===== src/rtl/conv_stream_sequencer.sv =====
// Job sequencer for the 5x5 filter core: splits one byte stream into a kernel phase and an
// image phase, forwards bytes to the core, then counts core results until the frame completes.
module conv_stream_sequencer #(
  parameter int unsigned IMG_W       = 512,
  parameter int unsigned IMG_H       = 512,
  parameter int unsigned KLEN        = 25,
  parameter int unsigned EXP_RESULTS = (IMG_W - 4) * (IMG_H - 4),
  parameter int unsigned DRAIN_TO    = 1024,
  parameter int unsigned CNT_W       = 20
) (
  input  logic             axi_clk,
  input  logic             axi_reset_n,
  input  logic             i_start,
  input  logic             i_reload_kernel,
  input  logic             s_tvalid,
  input  logic [7:0]       s_tdata,
  input  logic             s_tlast,
  output logic             s_tready,
  output logic [7:0]       o_core_data,
  output logic             o_core_data_valid,
  output logic             o_core_kernel_mode,
  output logic             o_core_clr,
  input  logic             i_core_result_valid,
  output logic             o_busy,
  output logic             o_done,
  output logic [3:0]       o_err,
  input  logic             i_err_clr,
  output logic [CNT_W-1:0] o_pix_count,
  output logic [CNT_W-1:0] o_res_count
);

  localparam int unsigned KW = $clog2(KLEN + 1);
  localparam int unsigned IW = $clog2(DRAIN_TO + 1);

  localparam logic [CNT_W-1:0] LastPix = CNT_W'(IMG_W * IMG_H - 1);
  localparam logic [CNT_W-1:0] ExpRes  = CNT_W'(EXP_RESULTS);
  localparam logic [KW-1:0]    LastK   = KW'(KLEN - 1);
  localparam logic [IW-1:0]    IdleMax = IW'(DRAIN_TO);

  typedef enum logic [2:0] {
    StIdle,
    StKload,
    StStream,
    StDrain,
    StDone
  } state_e;

  state_e state_q, state_d;

  logic             kvalid_q, kvalid_d;
  logic [KW-1:0]    k_idx_q, k_idx_d;
  logic [CNT_W-1:0] pix_q, pix_d;
  logic [CNT_W-1:0] res_q, res_d;
  logic [IW-1:0]    idle_q, idle_d;
  logic [3:0]       err_q, err_d, err_set;
  logic             clr_q, clr_d;
  logic [7:0]       core_data_q;
  logic             core_valid_q;
  logic             core_kmode_q;

  logic xfer;
  logic res_inc;

  assign s_tready = (state_q == StKload) || (state_q == StStream);
  assign xfer     = s_tvalid & s_tready;

  // Results only count while a frame is streaming or draining; saturate at all-ones.
  assign res_inc = i_core_result_valid &&
                   ((state_q == StStream) || (state_q == StDrain)) &&
                   (res_q != '1);

  always_comb begin
    state_d  = state_q;
    kvalid_d = kvalid_q;
    k_idx_d  = k_idx_q;
    pix_d    = pix_q;
    res_d    = res_q;
    idle_d   = idle_q;
    err_set  = '0;
    clr_d    = 1'b0;

    if (res_inc) begin
      res_d = res_q + CNT_W'(1);
    end

    unique case (state_q)
      StIdle: begin
        if (i_start) begin
          clr_d   = 1'b1;
          pix_d   = '0;
          res_d   = '0;
          k_idx_d = '0;
          idle_d  = '0;
          state_d = (i_reload_kernel || !kvalid_q) ? StKload : StStream;
        end
      end

      StKload: begin
        if (xfer) begin
          if (s_tlast) begin
            // Truncated kernel: the coefficients held by the core are now unusable.
            err_set[2] = 1'b1;
            kvalid_d   = 1'b0;
            state_d    = StIdle;
          end else if (k_idx_q == LastK) begin
            kvalid_d = 1'b1;
            state_d  = StStream;
          end else begin
            k_idx_d = k_idx_q + KW'(1);
          end
        end
      end

      StStream: begin
        idle_d = '0;
        if (xfer) begin
          pix_d = pix_q + CNT_W'(1);
          if (pix_q == LastPix) begin
            if (!s_tlast) begin
              err_set[1] = 1'b1;
            end
            state_d = StDrain;
          end else if (s_tlast) begin
            err_set[0] = 1'b1;
            state_d    = StDrain;
          end
        end
      end

      StDrain: begin
        if (i_core_result_valid) begin
          idle_d = '0;
        end else if (idle_q != IdleMax) begin
          idle_d = idle_q + IW'(1);
        end
        if (res_q == ExpRes) begin
          state_d = StDone;
        end else if (idle_q == IdleMax) begin
          err_set[3] = 1'b1;
          state_d    = StDone;
        end
      end

      StDone: begin
        state_d = StIdle;
      end

      default: begin
        state_d = StIdle;
      end
    endcase

    // A new error in the same cycle as the clear request survives.
    err_d = (i_err_clr ? 4'b0000 : err_q) | err_set;
  end

  always_ff @(posedge axi_clk or negedge axi_reset_n) begin
    if (!axi_reset_n) begin
      state_q  <= StIdle;
      kvalid_q <= 1'b0;
      k_idx_q  <= '0;
      pix_q    <= '0;
      res_q    <= '0;
      idle_q   <= '0;
      err_q    <= '0;
      clr_q    <= 1'b0;
    end else begin
      state_q  <= state_d;
      kvalid_q <= kvalid_d;
      k_idx_q  <= k_idx_d;
      pix_q    <= pix_d;
      res_q    <= res_d;
      idle_q   <= idle_d;
      err_q    <= err_d;
      clr_q    <= clr_d;
    end
  end

  // Core-facing byte path: one register stage after the handshake.
  always_ff @(posedge axi_clk or negedge axi_reset_n) begin
    if (!axi_reset_n) begin
      core_data_q  <= '0;
      core_valid_q <= 1'b0;
      core_kmode_q <= 1'b0;
    end else begin
      core_valid_q <= xfer;
      core_kmode_q <= xfer && (state_q == StKload);
      if (xfer) begin
        core_data_q <= s_tdata;
      end
    end
  end

  assign o_core_data        = core_data_q;
  assign o_core_data_valid  = core_valid_q;
  assign o_core_kernel_mode = core_kmode_q;
  assign o_core_clr         = clr_q;
  assign o_busy             = (state_q != StIdle);
  assign o_done             = (state_q == StDone);
  assign o_err              = err_q;
  assign o_pix_count        = pix_q;
  assign o_res_count        = res_q;

endmodule


===== config.mk =====
export PLATFORM = sky130hd
export DESIGN_NAME = conv_stream_sequencer
export DESIGN_NICKNAME = d
export VERILOG_FILES = /design/src/rtl/conv_stream_sequencer.sv
export SDC_FILE = /design/constraint.sdc
export NUM_CORES = 1
export LEC_CHECK = 0
export ABC_AREA = 1
export CAP_MARGIN = 20
export CORE_MARGIN = 4
export CORE_UTILIZATION = 45
export CTS_CLUSTER_SIZE = 10
export DETAILED_ROUTE_END_ITERATION = 7
export MAX_ROUTING_LAYER = met4
export PLACE_DENSITY = 0.78
export SLEW_MARGIN = 30
export SYNTH_ARGS = -nofsm -noshare
export SYNTH_HDL_FRONTEND = slang
export SYNTH_SLANG_ARGS = --single-unit

===== constraint.sdc =====
create_clock -name axi_clk -period 3.5 [get_ports axi_clk]
set_input_delay 0.7 -clock axi_clk [delete_from_list [all_inputs] [get_ports axi_clk]]
set_output_delay 0.7 -clock axi_clk [all_outputs]
set_load 0.05 [all_outputs]

* Word level (Yosys, flattened, before mapping)
Cells that the tools add are included.
** Word-level totals
- Flip-flop bits (word level) :: 75
- Output and inout port bits :: 58
- Logic and storage cells :: 96
** Cells by class
- $add $sub $neg :: 4
- Eq/ne operators :: 19
- Muxes and demuxes :: 42
- Bitwise gates (word level) :: 2
- Reduce and logical (&&, ||, !) cells :: 18
** Operators by type and width (number)
- two-way mux 20 bit :: 5
- adder 20 x 1 -> 20 bit (second input constant) :: 2
- == test 20 x 18 -> 1 bit (second input constant) :: 2
- one-hot mux 20 bit (2 select lines) :: 1
- two-way mux 11 bit :: 3
- one-hot mux 11 bit (3 select lines) :: 1
- two-way mux 3 bit :: 9
- two-way mux 5 bit :: 4
- inequality test 20 bit (second input constant) :: 1
- two-way mux 1 bit :: 13
- one-hot mux 3 bit (4 select lines) :: 1
- adder 11 x 1 -> 11 bit (second input constant) :: 1
- == test 11 bit (second input constant) :: 1
- inequality test 11 bit (second input constant) :: 1
- inequality test 2 bit (second input constant) :: 5
- one-hot mux 5 bit (2 select lines) :: 1
- inequality test 3 x 2 -> 1 bit (second input constant) :: 3
- AND reduction 3 bit :: 3
- == test 3 x 2 -> 1 bit (second input constant) :: 2
- two-way mux 2 bit :: 3
- AND reduction 6 bit :: 1
- nonzero test 2 bit :: 3
- nonzero test 3 bit :: 2
- adder 5 x 1 -> 5 bit (second input constant) :: 1
- 12 further kinds :: 16

* Longest topological paths before layout
Gate-level depths: netlist (run 1).
- Word-level depth :: 7
- Mapped depth :: 11

* Least setup slack after synthesis (run 1)
OpenSTA, ideal clock, no wires.
- Kind :: reg2out
- Start point :: register state_q[0]
- End point :: output port o_done
- Arrival :: 1561 ps
- Slack :: 1239 ps
- Stages on the path, launching flop included :: 2
- Path buffers :: 0
- Cell sequence :: dfrtp_1 nor3_1
** On the way
- Longest elaborated chain between the ends :: 1
** RTL lines
- start, declared :: line 48 : state_e state_q, state_d;
- start signal, assigned :: line 159 : state_q <= StIdle;
- start signal, assigned :: line 168 : state_q <= state_d;
- == test 3 bit :: line 199 : assign o_done = (state_q == StDone);
- end, declared :: line 25 : output logic o_done,
Every way passes these cells.

* Worst setup path after layout (run 1)
- Start point :: register state_q[2]
- End point :: output port s_tready
** On the way
- Longest elaborated chain between the ends :: 2
- Elaborated cells between the ends (all ways) :: 3
- Those cells by class :: 2 x eq/ne; 1 x reduce/logical
** RTL lines
- == test 3 x 1 -> 1 bit / == test 3 x 2 -> 1 bit (equally long branches) :: line 64 : assign s_tready = (state_q == StKload) || (state_q == StStream);
- logical OR 1 bit (*) :: line 64
- end, declared :: line 18 : output logic s_tready,
Mark *: on every way between the ends. The rest lies on a longest branch, timed or not.

==> flow_metrics.py, run 1 <==
metrics = {
    "sta": {
        "setup_viol_count_final": 0,
        "maxSlewHeadroom": 0.5445,
        "rsz0062_at_grt": "false",
        "hold_violations": 0,
        "slew_violations": 0,
        "max_freq_ghz": 0.3496,
        "post-route-period-util": 0.8173,
        "finalClockSkew_ns": 0.01256,
        "worstMarginPinSlew_ns": 0.6832,
        "whs_ns": 0.3442,
        "finalCriticalPeriod_ns": 2.860,
        "fin_tns_setup_ns": 0,
    },
    "clock_network": {
        "clock_path_buffers": 2,
        "cts_setup_buffers": 0,
        "numCtsBuffers": 9,
        "cts_hold_buf": 0,
        "cts_tree": "yes",
        "clock-root-buffer": "clkbuf_8",
        "path_clk_slew_ns": 0.09,
        "clk_latency_ns": 0.35,
        "cts_resized": 0,
        "cts.htree.levels": 3,
        "cts.sink_count": 75,
    },
    "placed_design": {
        "globalplace.congestion": 0.9242,
        "dp_hpwl_um": 8188,
        "port_buffers": 73,
    },
    "power_and_ir_drop": {
        "ir_drop_uv": 466.8,
        "finalPower_mw": 2.930,
        "p_seq_frac": 0.366,
        "switching_share": 0.4486,
        "p_int_mw": 1.615,
        "combPwrFrac": 0.424,
        "switchingPower_mw": 1.314,
        "power_density_nw_per_um2": 532.3,
        "pwr-share-clk": 0.210,
        "p_leak_nw": 2.454,
    },
    "worst_setup_path": {
        "max_stage_delay_ns": 0.80,
        "critical_path.cell_chain": "inv_1 -> nand2_1 -> nor2_1 -> buf_4 -> inv_1 -> nand2_1 -> clkdlybuf4s50_1",
        "end_kind": "output pin",
        "crit_required_ns": 2.80,
        "worstPathMaxFanout": 12,
        "path_class": "register to output pin",
        "slowest_stage": "clkdlybuf4s50_1",
        "crit_path_start_kind": "register",
        "worstPathArrival_ns": 2.16,
    },
    "global_routing": {
        "grt-ovfl-total": 0,
        "grt_pass1_wl_um": 19000,
        "grt_pass1_vias": 4114,
        "grtUsageTotal": 0.2056,
        "grt_max_degree": 76,
        "antenna_found_initial": 0,
    },
    "logic_synthesis": {
        "synthesis.area_um2": 4482,
        "yosys.cell_types.count": 31,
        "ys_seq_area_frac": 0.4188,
        "syn_area_per_cell_um2": 7.240,
        "syn_inst": 619,
        "synth_nets": 642,
        "ys_ff_latch": 75,
        "yosys_warnings": 0,
    },
    "cells_and_area": {
        "insertedDiodeCount": 0,
        "mostFrequentLayoutCell": "nand2_1",
        "layout_common_cells": "nand2_1, nor2_1, dfrtp_1, clkdlybuf4s50_1, inv_1",
        "final_nets": 717,
        "drive_gt1_frac": 0.08727,
        "final_core_util": 0.5657,
        "syn_to_final_growth_pct": 22.81,
    },
    "detailed_routing": {
        "first_pass_iters": 4,
        "avgViaCountPerCell": 5.135,
        "routed_wl_um": 11140,
        "vias": 4272,
        "wl_per_cell_um": 13.39,
        "final_antenna_net_count": 0,
        "drtIter0Drc": 199,
        "route.detailed.drc": 0,
    },
    "floorplan": {
        "io_pins": 74,
        "fp.dieW_um": 107.8,
        "start_util": 0.4606,
        "fp.coreArea_um2": 9729,
        "die_y_um": 107.8,
        "die-area_um2": 11620,
        "num_rows": 36,
    },
    "outcome": {
        "status": "complete, no violations",
    },
    "min_path": {
        "min_path_type": "input port to asynchronous set/reset pin",
    },
    "run": {
        "drv_cap": 0,
    },
}
[final timing paths]
check / from / end / slack (ns) / depth (start not counted)
worst max-delay path: state_q[2]$_DFFE_PN0P_ / s_tready / 0.64 / 7
max in group asynchronous: axi_reset_n / o_pix_count[16]$_DFFE_PN0P_ / 2.66 / 1
min in group axi_clk: o_err[0]$_DFF_PN0_ / o_err[0]$_DFF_PN0_ / 0.49 / 2
worst min-delay path: axi_reset_n / o_res_count[5]$_DFF_PN0_ / 0.34 / 1
worst max register to register: state_q[2]$_DFFE_PN0P_ / o_pix_count[16]$_DFFE_PN0P_ / 1.43 / 12
worst min register to register: o_err[0]$_DFF_PN0_ / o_err[0]$_DFF_PN0_ / 0.49 / 2
[power groups by stage]
stage                     registers [mW]  logic (mW)  clock network, mW
after floorplan                     1.35       0.612                  0
after global placement              1.08        1.21                  0
after detailed placement            1.09        1.25                  0
after CTS                           1.07        1.25              0.628
after global routing                1.09        1.35              0.671
final                               1.07        1.24              0.615
[cells by family after synthesis]
kind of cell | share of synthesized area
and+or+nand+nor | 0.3747
DFF | 0.4188
xor gates and xnor gates | 0.02150
adders and majority gates | 0.01954
AOI/OAI and AO/OA | 0.08766
buffers and inverters | 0.07789
[Yosys cell counts, drive strengths merged]
library cell | number | share of area
a21oi | 26 | 0.036
and2 | 2 | 0.0028
buf | 9 | 0.013
clkbuf | 2 | 0.0017
dfrtp | 75 | 0.42
ha | 7 | 0.020
inv | 75 | 0.063
nand2 | 188 | 0.17
nand3 | 57 | 0.066
nand3b | 1 | 0.0017
nand4 | 20 | 0.028
nor2 | 94 | 0.096
nor3 | 9 | 0.010
o2111ai | 2 | 0.0039
o21ai | 34 | 0.038
o21bai | 3 | 0.0050
o31ai | 3 | 0.0050
or2 | 1 | 0.0014
xnor2 | 5 | 0.0098
xor2 | 6 | 0.012
[area by class of cell]
cell class	instances	area [um2]
Sequential cell	75	1877
Timing Repair Buffer	75	747.0
Multi-Input combinational cell	458	2256
Clock buffer	10	137.6
Inverter	75	281.5
Fill cell	953	4225
Tap cell	133	166.4
Clock inverter	6	38.79
[flip-flops by register name, indices dropped and copies added (netlist names)]
| register | flops |
|---|---|
| k_idx_q | 5 |
| state_q | 3 |
| o_core_clr | 1 |
| kvalid_q | 1 |
| o_core_data_valid | 1 |
| o_res_count | 20 |
| o_err | 4 |
| idle_q | 11 |
| o_core_kernel_mode | 1 |
| o_core_data | 8 |
| o_pix_count | 20 |
[critical path: cells and delay by family (launching register included)]
family,cells,cell delay [ns]
buf+inv,4,1.17
simple gates,3,0.27
flops,1,0.37
[metal layers]
layer	vias to the layer above	global-route usage	wire, um
met2	138	0.3246	5318
met4	0	0.04238	98
met3	11	0.04499	733
met5	-	-	0
met1	2000	0.2747	4993
li1	2123	-	-
[metrics by stage]
stage / setup WS, ns / instances / cell area (um2)
global route: 0.4872 / 832 / 5504
CTS: 0.6307 / 832 / 5500
detailed placement: 0.9327 / 816 / 5324
finish: 0.6396 / 832 / 5504
global placement: 0.9747 / 816 / 5324
floorplan: 1.239 / 619 / 4482
No activity file was read; power rests on OpenSTA's default activity.
==> run 2: changes to the inputs <==
--- a/config.mk
+++ b/config.mk
@@ -12,7 +12,7 @@
 export CTS_CLUSTER_SIZE = 10
 export DETAILED_ROUTE_END_ITERATION = 7
 export MAX_ROUTING_LAYER = met4
-export PLACE_DENSITY = 0.78
+export PLACE_DENSITY = 0.81
 export SLEW_MARGIN = 30
 export SYNTH_ARGS = -nofsm -noshare
 export SYNTH_HDL_FRONTEND = slang
==> constraint.sdc (replaced) <==
create_clock -name axi_clk -period 2.5 [get_ports axi_clk]
set_input_delay 0.5 -clock axi_clk [delete_from_list [all_inputs] [get_ports axi_clk]]
set_output_delay 0.5 -clock axi_clk [all_outputs]
set_load 0.05 [all_outputs]
==> flow_metrics.py, run 2 (synthesis gave the netlist of run 1 again) <==
metrics = {
    "outcome": {
        "status": "complete, no violations",
    },
    "worst_setup_path": {
        "critPathBufInv": 3,
        "path_class": "register to output pin",
        "critical_path.cell_chain": "inv_1 -> nand2_2 -> nor2_4 -> inv_1 -> clkdlybuf4s50_1",
        "crit_cells": 5,
        "r2r_slack_ns": 0.56,
        "crit_top_cell": "inv_1",
        "max_stage_delay_ns": 0.80,
        "rr_worst_depth": 10,
        "reg2reg_from": "state_q[2]$_DFFE_PN0P_",
        "critical-path-top-delay-family": "buffers and inverters",
        "worstPathArrival_ns": 1.88,
        "end_kind": "output pin",
        "crit_start": "state_q[1]$_DFFE_PN0P_",
        "rr_endpoint": "o_pix_count[4]$_DFFE_PN0P_",
        "slowest_stage": "clkdlybuf4s50_1",
        "worstPathMaxFanout": 4,
        "worstSetupEndpoint": "o_busy",
        "crit_required_ns": 2.00,
        "crit_path_start_kind": "register",
    },
    "global_routing": {
        "grt_pass1_vias": 4037,
        "grt_pass1_wl_um": 18400,
        "grt_max_degree": 39,
        "grtUsageTotal": 0.2010,
        "antenna_found_initial": 0,
        "grt-ovfl-total": 0,
    },
    "sta": {
        "finalCriticalPeriod_ns": 2.381,
        "worstMarginPinSlew_ns": 0.5220,
        "slew_violations": 0,
        "maxSlewHeadroom": 0.6509,
        "finalClockSkew_ns": 0.009882,
        "hold_violations": 0,
        "rsz0062_at_grt": "false",
        "setup_viol_count_final": 0,
        "whs_ns": 0.1107,
        "max_freq_ghz": 0.4201,
        "fin_tns_setup_ns": 0,
        "post-route-period-util": 0.9522,
    },
    "clock_network": {
        "cts_resized": 0,
        "clock-root-buffer": "clkbuf_8",
        "cts_tree": "yes",
        "cts_hold_buf": 0,
        "clk_latency_ns": 0.35,
        "cts.sink_count": 75,
        "numCtsBuffers": 9,
        "cts_setup_buffers": 0,
        "cts.htree.levels": 3,
        "clock_path_buffers": 2,
        "path_clk_slew_ns": 0.09,
    },
    "floorplan": {
        "num_rows": 36,
        "die_y_um": 107.8,
        "fp.dieW_um": 107.8,
        "die-area_um2": 11620,
        "io_pins": 74,
        "fp.coreArea_um2": 9729,
        "start_util": 0.4606,
    },
    "power_and_ir_drop": {
        "ir_drop_uv": 715.1,
        "switchingPower_mw": 1.849,
        "combPwrFrac": 0.427,
        "p_seq_frac": 0.353,
        "switching_share": 0.4370,
        "p_leak_nw": 2.481,
        "pwr-share-clk": 0.220,
        "power_density_nw_per_um2": 759.6,
        "p_int_mw": 2.382,
    },
    "run": {
        "drv_cap": 0,
    },
    "cells_and_area": {
        "syn_to_final_growth_pct": 24.29,
        "nFillCells": 902,
        "final_nets": 721,
        "design_area_um2": 5570,
        "layout_common_cells": "nand2_1, nor2_1, dfrtp_1, clkdlybuf4s50_1, inv_1",
        "mostFrequentLayoutCell": "nand2_1",
        "insertedDiodeCount": 0,
        "drive_gt1_frac": 0.09246,
    },
    "detailed_routing": {
        "first_pass_iters": 7,
        "avgViaCountPerCell": 5.205,
        "route.detailed.drc": 0,
        "drtIter0Drc": 227,
        "routed_wl_um": 11060,
        "vias": 4351,
        "final_antenna_net_count": 0,
        "wl_per_cell_um": 13.23,
    },
    "placed_design": {
        "port_buffers": 73,
        "place_area_um2": 5376,
        "globalplace.congestion": 0.9553,
        "dp_hpwl_um": 8196,
    },
    "min_path": {
        "min_path_type": "input port to asynchronous set/reset pin",
    },
}
## run 2: cell types whose count changed in the layout (fill, tap and decap cells not counted), sizes merged
cell	change
clkinv	-1
inv	-1
clkdlybuf4s50	-1
clkinvlp	+1
bufinv	+1
buf	+5
## run 2: layout make-up
| class | count | area [um2] | area share |
|---|---|---|---|
| tap | 133 | 166.4 | 0.02987 |
| multi-input combinational | 458 | 2256 | 0.4050 |
| sequential | 75 | 1877 | 0.3369 |
| inverter | 75 | 281.5 | 0.05054 |
| clock inverter | 6 | 66.31 | 0.01190 |
| timing repair buffer | 79 | 795.8 | 0.1429 |
| clock buffer | 10 | 127.6 | 0.02291 |
## run 2: how the worst min path moves through the flow
stage               cells past startpoint                from                        to  slack, ns
detailed placement                      2  o_err[0]$_DFF_PN0_        o_err[0]$_DFF_PN0_       0.48
CTS                                     1         axi_reset_n      o_core_clr$_DFF_PN0_       0.12
floorplan                               0         axi_reset_n     idle_q[0]$_DFFE_PN0P_       0.20
global route                            1         axi_reset_n  o_res_count[5]$_DFF_PN0_       0.13
finish                                  1         axi_reset_n      o_core_clr$_DFF_PN0_       0.11
global placement                        2  o_err[0]$_DFF_PN0_        o_err[0]$_DFF_PN0_       0.47
## run 2: worst reg2reg max path: cells and delay by family (launching register included)
family / cells / cell delay, ns
compound gates: 1 / 0.04
buf+inv: 2 / 0.23
flops: 1 / 0.37
simple gates: 7 / 1.19
## run 2: layer usage
layer / GRT usage / vias up / part of all wire
met4: 0.05500 / 0 / 0.013
met2: 0.3162 / 169 / 0.47
met5: - / - / 0
met1: 0.2638 / 2023 / 0.45
met3: 0.04439 / 15 / 0.066
li1: - / 2144 / -
## run 2: stage by stage
| step | worst slack [ns] | instances | util | power [mW] |
|---|---|---|---|---|
| 2_1_floorplan | 0.4387 | 619 | - | 2.751 |
| 3_3_place_gp | 0.4708 | 820 | 0.5526 | 3.270 |
| 3_5_place_dp | 0.4089 | 820 | 0.5526 | 3.322 |
| 4_1_cts | 0.1050 | 836 | 0.5725 | 4.267 |
| 5_1_grt | 0.04302 | 836 | 0.5725 | 4.497 |
| 6_report | 0.1194 | 836 | 0.5725 | 4.231 |
## run 2: power groups by stage
stage | sequential (mW) | clock, mW | combinational (mW)
2_1_floorplan | 1.89 | 0 | 0.857
4_1_cts | 1.50 | 0.955 | 1.82
5_1_grt | 1.52 | 1.02 | 1.95
3_5_place_dp | 1.51 | 0 | 1.81
6_report | 1.49 | 0.929 | 1.81
3_3_place_gp | 1.51 | 0 | 1.76
==> run 3: changes to the inputs <==
--- a/config.mk
+++ b/config.mk
@@ -6,6 +6,7 @@
 export NUM_CORES = 1
 export LEC_CHECK = 0
 export ABC_AREA = 1
+export ABC_CLOCK_PERIOD_IN_PS = 2500
 export CAP_MARGIN = 20
 export CORE_MARGIN = 4
 export CORE_UTILIZATION = 45
==> results of run 3 <==
Same layout as run 2: the final DEF is identical, and so are final timing and power.
